===== config.mk =====
export PLATFORM = sky130hd
export DESIGN_NAME = multicycle_controller
export DESIGN_NICKNAME = d
export VERILOG_FILES = /design/src/rtl/mips_ctrl_pkg.sv /design/src/rtl/aludec.sv /design/src/rtl/multicycle_controller.sv
export SDC_FILE = /design/constraint.sdc
export NUM_CORES = 1
export LEC_CHECK = 0
export CORE_MARGIN = 10
export CORE_UTILIZATION = 40
export DETAILED_ROUTE_END_ITERATION = 10
export PLACE_DENSITY = 0.83
export SETUP_SLACK_MARGIN = 0.02
export SLEW_MARGIN = 10
export SYNTH_ARGS = -nofsm -noshare
export SYNTH_HDL_FRONTEND = slang
export SYNTH_HIERARCHICAL = 1
export SYNTH_SLANG_ARGS = --single-unit

===== constraint.sdc =====
create_clock -name clk -period 3.4 [get_ports clk]
set_input_delay 0.68 -clock clk [delete_from_list [all_inputs] [get_ports clk]]
set_output_delay 0.68 -clock clk [all_outputs]
set_load 0.01 [all_outputs]

===== src/rtl/mips_ctrl_pkg.sv =====
// rtl/mips_ctrl_pkg.sv - shared types and constants for the multicycle MIPS controller
package mips_ctrl_pkg;

   typedef enum logic [3:0] {
      S_FETCH   = 4'd0,
      S_DECODE  = 4'd1,
      S_MEMADR  = 4'd2,
      S_MEMRD   = 4'd3,
      S_MEMWB   = 4'd4,
      S_MEMWR   = 4'd5,
      S_RTYPEEX = 4'd6,
      S_RTYPEWB = 4'd7,
      S_BEQEX   = 4'd8,
      S_ADDIEX  = 4'd9,
      S_ADDIWB  = 4'd10,
      S_JEX     = 4'd11,
      S_HALT    = 4'd12
   } state_t;

   localparam logic [5:0] OP_RTYPE = 6'b000000;
   localparam logic [5:0] OP_LW    = 6'b100011;
   localparam logic [5:0] OP_SW    = 6'b101011;
   localparam logic [5:0] OP_BEQ   = 6'b000100;
   localparam logic [5:0] OP_ADDI  = 6'b001000;
   localparam logic [5:0] OP_J     = 6'b000010;

   localparam logic [1:0] ALUOP_ADD   = 2'b00;
   localparam logic [1:0] ALUOP_SUB   = 2'b01;
   localparam logic [1:0] ALUOP_FUNCT = 2'b10;

   localparam logic [5:0] FN_ADD = 6'b100000;
   localparam logic [5:0] FN_SUB = 6'b100010;
   localparam logic [5:0] FN_AND = 6'b100100;
   localparam logic [5:0] FN_OR  = 6'b100101;
   localparam logic [5:0] FN_SLT = 6'b101010;

   localparam logic [2:0] ALU_AND = 3'b000;
   localparam logic [2:0] ALU_OR  = 3'b001;
   localparam logic [2:0] ALU_ADD = 3'b010;
   localparam logic [2:0] ALU_SUB = 3'b110;
   localparam logic [2:0] ALU_SLT = 3'b111;

endpackage


===== src/rtl/aludec.sv =====
// rtl/aludec.sv - ALU operation decoder from ALUOp and R-type funct field
module aludec
   import mips_ctrl_pkg::*;
(
   input  logic [5:0] funct,
   input  logic [1:0] aluop,
   output logic [2:0] alucontrol
);

   always_comb begin
      alucontrol = ALU_ADD;
      case (aluop)
         ALUOP_ADD: alucontrol = ALU_ADD;
         ALUOP_SUB: alucontrol = ALU_SUB;
         default: begin
            case (funct)
               FN_ADD:  alucontrol = ALU_ADD;
               FN_SUB:  alucontrol = ALU_SUB;
               FN_AND:  alucontrol = ALU_AND;
               FN_OR:   alucontrol = ALU_OR;
               FN_SLT:  alucontrol = ALU_SLT;
               default: alucontrol = ALU_ADD;
            endcase
         end
      endcase
   end

endmodule


===== src/rtl/multicycle_controller.sv =====
// rtl/multicycle_controller.sv - Moore FSM sequencing the shared-memory multicycle MIPS datapath
module multicycle_controller
   import mips_ctrl_pkg::*;
#(
   parameter bit USE_MEM_READY   = 1'b1,
   parameter bit HALT_ON_ILLEGAL = 1'b1
) (
   input  logic       clk,
   input  logic       reset_n,
   input  logic [5:0] opcode,
   input  logic [5:0] funct,
   input  logic       zero,
   input  logic       mem_ready,
   output logic       mem_req,
   output logic       IorD,
   output logic       MemWrite,
   output logic       IRWrite,
   output logic       RegDst,
   output logic       MemToReg,
   output logic       RegWrite,
   output logic       ALUSrcA,
   output logic [1:0] ALUSrcB,
   output logic [1:0] PCSrc,
   output logic       PCEn,
   output logic [2:0] alucontrol,
   output logic       halted
);

   state_t     state;
   state_t     state_next;
   state_t     dec_state;
   logic       rdy;
   logic       pcwrite;
   logic       branch;
   logic [1:0] aluop;

   assign rdy = USE_MEM_READY ? mem_ready : 1'b1;

   always_ff @(posedge clk) begin
      if (!reset_n) begin
         state <= S_FETCH;
      end else begin
         state <= state_next;
      end
   end

   always_comb begin
      state_next = S_FETCH;
      case (state)
         S_FETCH:   state_next = rdy ? S_DECODE : S_FETCH;
         S_DECODE: begin
            case (opcode)
               OP_LW, OP_SW: state_next = S_MEMADR;
               OP_RTYPE:     state_next = S_RTYPEEX;
               OP_BEQ:       state_next = S_BEQEX;
               OP_ADDI:      state_next = S_ADDIEX;
               OP_J:         state_next = S_JEX;
               default:      state_next = HALT_ON_ILLEGAL ? S_HALT : S_FETCH;
            endcase
         end
         S_MEMADR:  state_next = (opcode == OP_LW) ? S_MEMRD : S_MEMWR;
         S_MEMRD:   state_next = rdy ? S_MEMWB : S_MEMRD;
         S_MEMWB:   state_next = S_FETCH;
         S_MEMWR:   state_next = rdy ? S_FETCH : S_MEMWR;
         S_RTYPEEX: state_next = S_RTYPEWB;
         S_RTYPEWB: state_next = S_FETCH;
         S_BEQEX:   state_next = S_FETCH;
         S_ADDIEX:  state_next = S_ADDIWB;
         S_ADDIWB:  state_next = S_FETCH;
         S_JEX:     state_next = S_FETCH;
         S_HALT:    state_next = S_HALT;
         default:   state_next = S_FETCH;
      endcase
   end

   // While in reset the datapath sees FETCH decode, with enables stripped below.
   assign dec_state = reset_n ? state : S_FETCH;

   always_comb begin
      mem_req  = 1'b0;
      IorD     = 1'b0;
      MemWrite = 1'b0;
      IRWrite  = 1'b0;
      RegDst   = 1'b0;
      MemToReg = 1'b0;
      RegWrite = 1'b0;
      ALUSrcA  = 1'b0;
      ALUSrcB  = 2'b00;
      PCSrc    = 2'b00;
      halted   = 1'b0;
      pcwrite  = 1'b0;
      branch   = 1'b0;
      aluop    = ALUOP_ADD;
      case (dec_state)
         S_FETCH: begin
            mem_req = 1'b1;
            ALUSrcB = 2'b01;
            IRWrite = rdy;
            pcwrite = rdy;
         end
         S_DECODE: ALUSrcB = 2'b11;
         S_MEMADR: begin
            ALUSrcA = 1'b1;
            ALUSrcB = 2'b10;
         end
         S_MEMRD: begin
            mem_req = 1'b1;
            IorD    = 1'b1;
         end
         S_MEMWB: begin
            MemToReg = 1'b1;
            RegWrite = 1'b1;
         end
         S_MEMWR: begin
            mem_req  = 1'b1;
            IorD     = 1'b1;
            MemWrite = 1'b1;
         end
         S_RTYPEEX: begin
            ALUSrcA = 1'b1;
            aluop   = ALUOP_FUNCT;
         end
         S_RTYPEWB: begin
            RegDst   = 1'b1;
            RegWrite = 1'b1;
         end
         S_BEQEX: begin
            ALUSrcA = 1'b1;
            aluop   = ALUOP_SUB;
            PCSrc   = 2'b01;
            branch  = 1'b1;
         end
         S_ADDIEX: begin
            ALUSrcA = 1'b1;
            ALUSrcB = 2'b10;
         end
         S_ADDIWB: RegWrite = 1'b1;
         S_JEX: begin
            PCSrc   = 2'b10;
            pcwrite = 1'b1;
         end
         S_HALT:   halted = 1'b1;
         default: ;
      endcase
      if (!reset_n) begin
         mem_req  = 1'b0;
         IRWrite  = 1'b0;
         RegWrite = 1'b0;
         MemWrite = 1'b0;
         pcwrite  = 1'b0;
         branch   = 1'b0;
      end
   end

   assign PCEn = pcwrite | (branch & zero);

   aludec u_aludec (
      .funct      (funct),
      .aluop      (aluop),
      .alucontrol (alucontrol)
   );

endmodule


== Yosys cells after proc, flatten, opt, wreduce, memory -nomap -nowiden ==
Cells that the tools add are included.
Storage, ports and cells
  bits in read-only memories: 0
  RAM bits: 0
  output and inout port bits: 17
  word-level logic and storage cells: 71
  register bits: 4
  memories: 0
  latch bits: 0
Operators by class
  div/mod/pow operators: 0
  add/subtract/negate cells: 0
  magnitude comparators: 0
  shift-type cells: 0
  eq/ne operators: 29
  reductions and logical operators: 10
  $mul: 0
  bitwise operators: 2
  mux-type cells: 29
Operator list (number)
  6-bit == test (second input constant): 6
  4-bit one-hot mux with 8 select lines: 1
  4-bit == test (second input constant): 7
  4-bit by 3-bit == test with 1-bit output (second input constant): 6
  4-bit one-hot mux with 5 select lines: 1
  1-bit two-way mux: 17
  4-bit by 2-bit == test with 1-bit output (second input constant): 4
  3-bit one-hot mux with 4 select lines: 1
  3-bit two-way mux: 3
  4-bit by 1-bit == test with 1-bit output (second input constant): 2
  4-bit logical NOT: 2
  2-bit one-hot mux with 2 select lines: 2
  6-bit by 2-bit == test with 1-bit output (second input constant): 1
  6-bit by 3-bit == test with 1-bit output (second input constant): 1
  6-bit by 4-bit == test with 1-bit output (second input constant): 1
  6-bit logical NOT: 1
  2-bit one-hot mux with 3 select lines: 1
  3-bit one-hot mux with 2 select lines: 1
  2-bit OR reduction: 3
  3-bit OR reduction: 2
  4-bit two-way mux: 1
  4-bit OR reduction: 1
  2-bit by 1-bit == test with 1-bit output (second input constant): 1
  2-bit logical NOT: 1
  3 further kinds: 3

== Depth between registers and ports, before layout ==
  depth after elaboration: 6
  gate-level depth with buffers: 6

== Modules after synthesis ==
Netlist, hierarchy kept.
Modules (own cells, without submodules)
  multicycle_controller: sequential area each 80.1 µm², times used 1, area an instance 623.1 µm², cells each 93
  aludec: sequential area each 0.0 µm², times used 1, area an instance 63.8 µm², cells each 8

== Worst setup path after synthesis ==
Ideal clock, no wire load.
  kind: input -> output
  start point: in reset_n
  end point: out alucontrol[1]
  cell stages on the path: 5
  arrival: 1756 ps
  setup slack: 964 ps
  path buffers: 1
  required time: 2720 ps
  cells stage by stage: buf_2 > nand2_1 > nor3_1 > nand3b_1 > or4b_1
On the way
  longest elaborated chain between the ends: 5
  elaborated cells between the ends (all ways): 7
  classes of those cells: 3 x eq/ne; 3 x mux; 1 x reduce/logical
Ends and longest elaborated chain
  start, declared: line multicycle_controller.sv:9  | input logic reset_n,
  4-bit two-way mux *: line multicycle_controller.sv:77  | assign dec_state = reset_n ? state : S_FETCH;
  4-bit == test or 4-bit by 3-bit == test with 1-bit output (tied branches): line multicycle_controller.sv:94  | case (dec_state)
  2-bit one-hot mux with 2 select lines *: line multicycle_controller.sv:94
  named net aluop[1]: line multicycle_controller.sv:35  | logic [1:0] aluop;
  2-bit by 1-bit == test with 1-bit output or 2-bit logical NOT (tied branches): line aludec.sv:12  | case (aluop)
  3-bit one-hot mux with 2 select lines *: line aludec.sv:12
  end, declared: line multicycle_controller.sv:25  | output logic [2:0] alucontrol,
The timed path passes the listed nets; every way through them passes the cells marked *.

== Final worst setup path ==
Same ends and word-level chain as after synthesis.

==> summary.md <==
For the part of the total power dissipated in combinational logic, the log shows 47.1%. The run gives 141 as the number of fill cells. The full die area is 3775 sq um.

The unique cell type count in the Yosys netlist was 42; the number of detailed-route iterations in the first pass was 4. Setup violations remaining at the end of the flow were counted as 0. Ratio of cells with drive above 1 in the final layout: 9.924%. The worst setup path is captured at a primary output. The first global-routing pass estimated 3.367 mm of wire.

The flow ran to the end, and the final reports show no timing, DRC or antenna violations. 33 I/O pins were placed. The buffer depth of the longest clock path came out at 2.

Sequential cells were found to cover 11.66% of the synthesized design area. The tools report the buffers inserted during post-CTS setup optimization as 0. Kind of launch point of the worst setup path: an input port.

The worst hold path terminates at state[3]$_SDFF_PN0_. After synthesis the netlist holds a flip-flop and latch count of 4. Dividing the detail-routed via count by the number of cells gives 5.612.

For the initial antenna violation count, the log shows 0. At the pin with the least slew margin, the transition time is 0.6158 ns. The flip-flop count of the largest register, all copies and words added came out at 4.

The static leakage was 0.3562 nW; the via count of the first global-routing pass was 737. The placed wire-length estimate was 1.748 mm; the wire length on met2 was 948 microns. Measured along the x axis, the die boundary spans 61.44 microns. The total via count after detailed routing came out at 825.

Counting flops with an async set or reset pin after synthesis yields a share of 0%. Multi-input combinational cell area: 551.8 sq um. Cell depth of the worst hold path: 2. Entering global routing, the biggest net connects 22 pins.

Cell internal power was estimated by the tool at 0.0001498 W. Compared with the post-synthesis result, the final layout area differs by 50.27%. The run gives 0.6799 ns as the tightest hold margin. Yosys printed 6 warnings. The cell area that synthesis handed to floorplanning was 686.9 sq um. Number of routed nets with antenna violations: 0.

For this design the ratio of total power to cell area is 218.3 nW/um^2. The first routing iteration left 12 violations. The design draws 0.0002253 W. The tools report the terminus of the critical flop-to-flop path as state[2]$_SDFF_PN0_.

Clock tree synthesis inserted a total of 3 buffers. At the worst endpoint, the arrival time is 2.60 ns. The maximum level of the CTS H-tree was 1; the all-layer global routing usage was 11.29%.

Synthesized instance count: 101. Clock-pin slew was measured on the worst setup and hold paths at 0.04 ns. The run gives 0 as the total global routing overflow. Data on the critical path is required at its endpoint by 2.72 ns. Net switching is 33.49% of the power. The sequential cell area in the final layout is 80.08 sq um, and the clock latency at the later pin of the worst-skew pair is 0.23 ns.

In the post-synthesis netlist, the cell with the most instances is sky130_fd_sc_hd__nor2_1. The max-slew violation total from the final report is 0, and the post-layout net count is 149. By count the netlist is led by sky130_fd_sc_hd__nor2_1 (13), sky130_fd_sc_hd__a21oi_1 (8), sky130_fd_sc_hd__nand2b_1 (8), sky130_fd_sc_hd__buf_2 (7), sky130_fd_sc_hd__nor3_1 (5).

TritonCTS built the clock tree. In this run, flip-flops and latches consume 27.7% of the power. The hold violation total from the final report was 0. In the final layout, the registers with the most flip-flops are state (4).

Type of the setup path with the least slack: in -> out. The worst register-to-register path has a depth of 4. Routability-driven placement finished with a final weighted congestion of 0.8405. The worst relative slew slack was 58.89%; the max-capacitance violation count was 0. Counting flops with a built-in enable in the synthesized netlist gives 0. The detailed router used layers up to and including met4. For flop-to-flop paths, the worst setup slack is 1.81 ns.

The path category of the worst min-delay check is reg -> reg. The residual DRC count was 0. The count of input and output buffers works out to 32. Of all nets on the critical path, the largest fanout is 3. In this run the vertical extent of the chip is 61.44 microns. Routed wire length on met3: 164 microns. Library cell occupying the most area in the post-synthesis netlist: sky130_fd_sc_hd__dfxtp_1. The logs give 44.06% for the initial core utilization and 1559 sq um for the standard cell core area. After synthesis, the mean cell area works out to 6.801 sq um. In the final routed layout, each cell accounts on average for 14.61 microns.

More flip-flops sit in one register than any other, and that register is state. For the post-detailed-routing wire length, the log shows 2.148 mm. After routing, the total negative slack on setup checks comes to 0 ns.

The number of antenna diodes in the final layout is 0. After floorplanning, the core was divided into 14 placement rows. The CTS sink count was 4; the maximum achievable frequency was 305.3 MHz.

In this run the most critical hold path is launched from state[1]$_SDFF_PN0_. For the worst supply voltage drop on vdd, the log shows 0.2245 mV. The startpoint identified for the worst register-to-register timing path is state[0]$_SDFF_PN0_. The area share of the largest cell type after synthesis came out at 11.66%. The switching power came out at 0.00007547 W. Synthesis produced a netlist with a net count of 117. Yosys attributes the largest share of cell area to sky130_fd_sc_hd__dfxtp_1 (12%), sky130_fd_sc_hd__nand2b_1 (7.3%), sky130_fd_sc_hd__nor2_1 (7.1%), sky130_fd_sc_hd__a21oi_1 (5.8%), sky130_fd_sc_hd__buf_2 (5.1%). Setup repair after global routing left no endpoint under its margin.

The post-route clock period utilization came out at 96.33%. Clock network fraction of design power: 25.1%. For the worst setup skew after layout, the log shows 0.002263 ns. The cell at the root of the clock tree was sky130_fd_sc_hd__clkbuf_4.

The total routed wire length on the met1 layer was 1.017 mm. The leading register cell type out of synthesis is sky130_fd_sc_hd__dfxtp_1. Time the final worst path needs with I/O delays and setup: 3.275 ns.
worst max-delay path by stage:
stage / start / end / slack, ns / depth (start not counted)
floorplan: reset_n / alucontrol[1] / 0.96 / 5
global placement: reset_n / alucontrol[1] / 0.18 / 6
detailed placement: reset_n / alucontrol[1] / 0.14 / 6
CTS: reset_n / alucontrol[1] / 0.12 / 6
global route: reset_n / alucontrol[2] / 0.05 / 7
finish: reset_n / alucontrol[1] / 0.12 / 6
metrics by stage:
step	worst slack [ns]	utilization [%]	cells	area, sq um
2_1_floorplan	0.9637	-	101	686.9
3_3_place_gp	0.1812	64.37	144	1003
3_5_place_dp	0.1356	64.37	144	1003
4_1_cts	0.1227	65.81	147	1026
5_1_grt	0.04511	66.21	147	1032
6_report	0.1249	66.21	147	1032
cells in the final DEF, fill, tap and decap left out, types with 2 or more instances in the layout:
cell	n
sky130_fd_sc_hd__a21oi_1	8
sky130_fd_sc_hd__nand4bb_1	2
sky130_fd_sc_hd__nand3b_1	3
sky130_fd_sc_hd__nor3_1	5
sky130_fd_sc_hd__or2_1	3
sky130_fd_sc_hd__o22ai_1	2
sky130_fd_sc_hd__o21ai_0	3
sky130_fd_sc_hd__nand2_1	4
sky130_fd_sc_hd__a21o_1	2
sky130_fd_sc_hd__nor2_1	13
sky130_fd_sc_hd__nand3_1	3
sky130_fd_sc_hd__a31oi_1	2
sky130_fd_sc_hd__clkbuf_4	3
sky130_fd_sc_hd__xor2_1	3
sky130_fd_sc_hd__nor3b_1	3
sky130_fd_sc_hd__and3_1	2
sky130_fd_sc_hd__nand2b_1	8
sky130_fd_sc_hd__buf_4	4
sky130_fd_sc_hd__dfxtp_1	4
sky130_fd_sc_hd__clkdlybuf4s50_1	32
power groups by stage:
stage | Sequential [W] | Clock, W | Combinational (W)
4_1_cts | 0.0000619 | 0.0000598 | 0.000106
6_report | 0.0000625 | 0.0000566 | 0.000106
5_1_grt | 0.0000642 | 0.0000635 | 0.000117
2_1_floorplan | 0.0000527 | 0 | 0.0000682
3_5_place_dp | 0.0000626 | 0 | 0.000105
3_3_place_gp | 0.0000625 | 0 | 0.000104
final cells by class:
type                    instances  area share [%]
clock buffers                   3           2.182
flip-flops and latches          4           7.758
repair buffers                 36           33.94
multi-input cells              86           53.45
well taps                      16           1.939
inverters                       2          0.7273
critical path, stage by stage:
cell and delay (ns):
sky130_fd_sc_hd__clkdlybuf4s50_1 0.50, sky130_fd_sc_hd__nand2_1 0.08, sky130_fd_sc_hd__nor3_1 0.24, sky130_fd_sc_hd__nand3b_1 0.13
sky130_fd_sc_hd__or4b_1 0.47, sky130_fd_sc_hd__clkdlybuf4s50_1 0.50
per-layer routing:
layer,global-route usage [%],vias to the layer above
met5,0,-
met4,4.777,0
met3,1.646,2
met2,18.05,22
met1,14.70,372
li1,-,429
logic make-up (layout without fill, tap and decap cells):
family,after synthesis,in the layout,share of synthesized area (%)
compound gates,28,28,26.96
xor+xnor,3,3,3.826
buf+inv,11,41,8.924
flops,4,4,11.66
mux,2,2,3.096
simple gates,53,53,45.54
timing repair:
item | CTS | global route
hold buffers | 0 | 0
resized for setup | 0 | 1
endpoints found under the setup margin | 0 | 1
(Power assumes the default switching activity.)
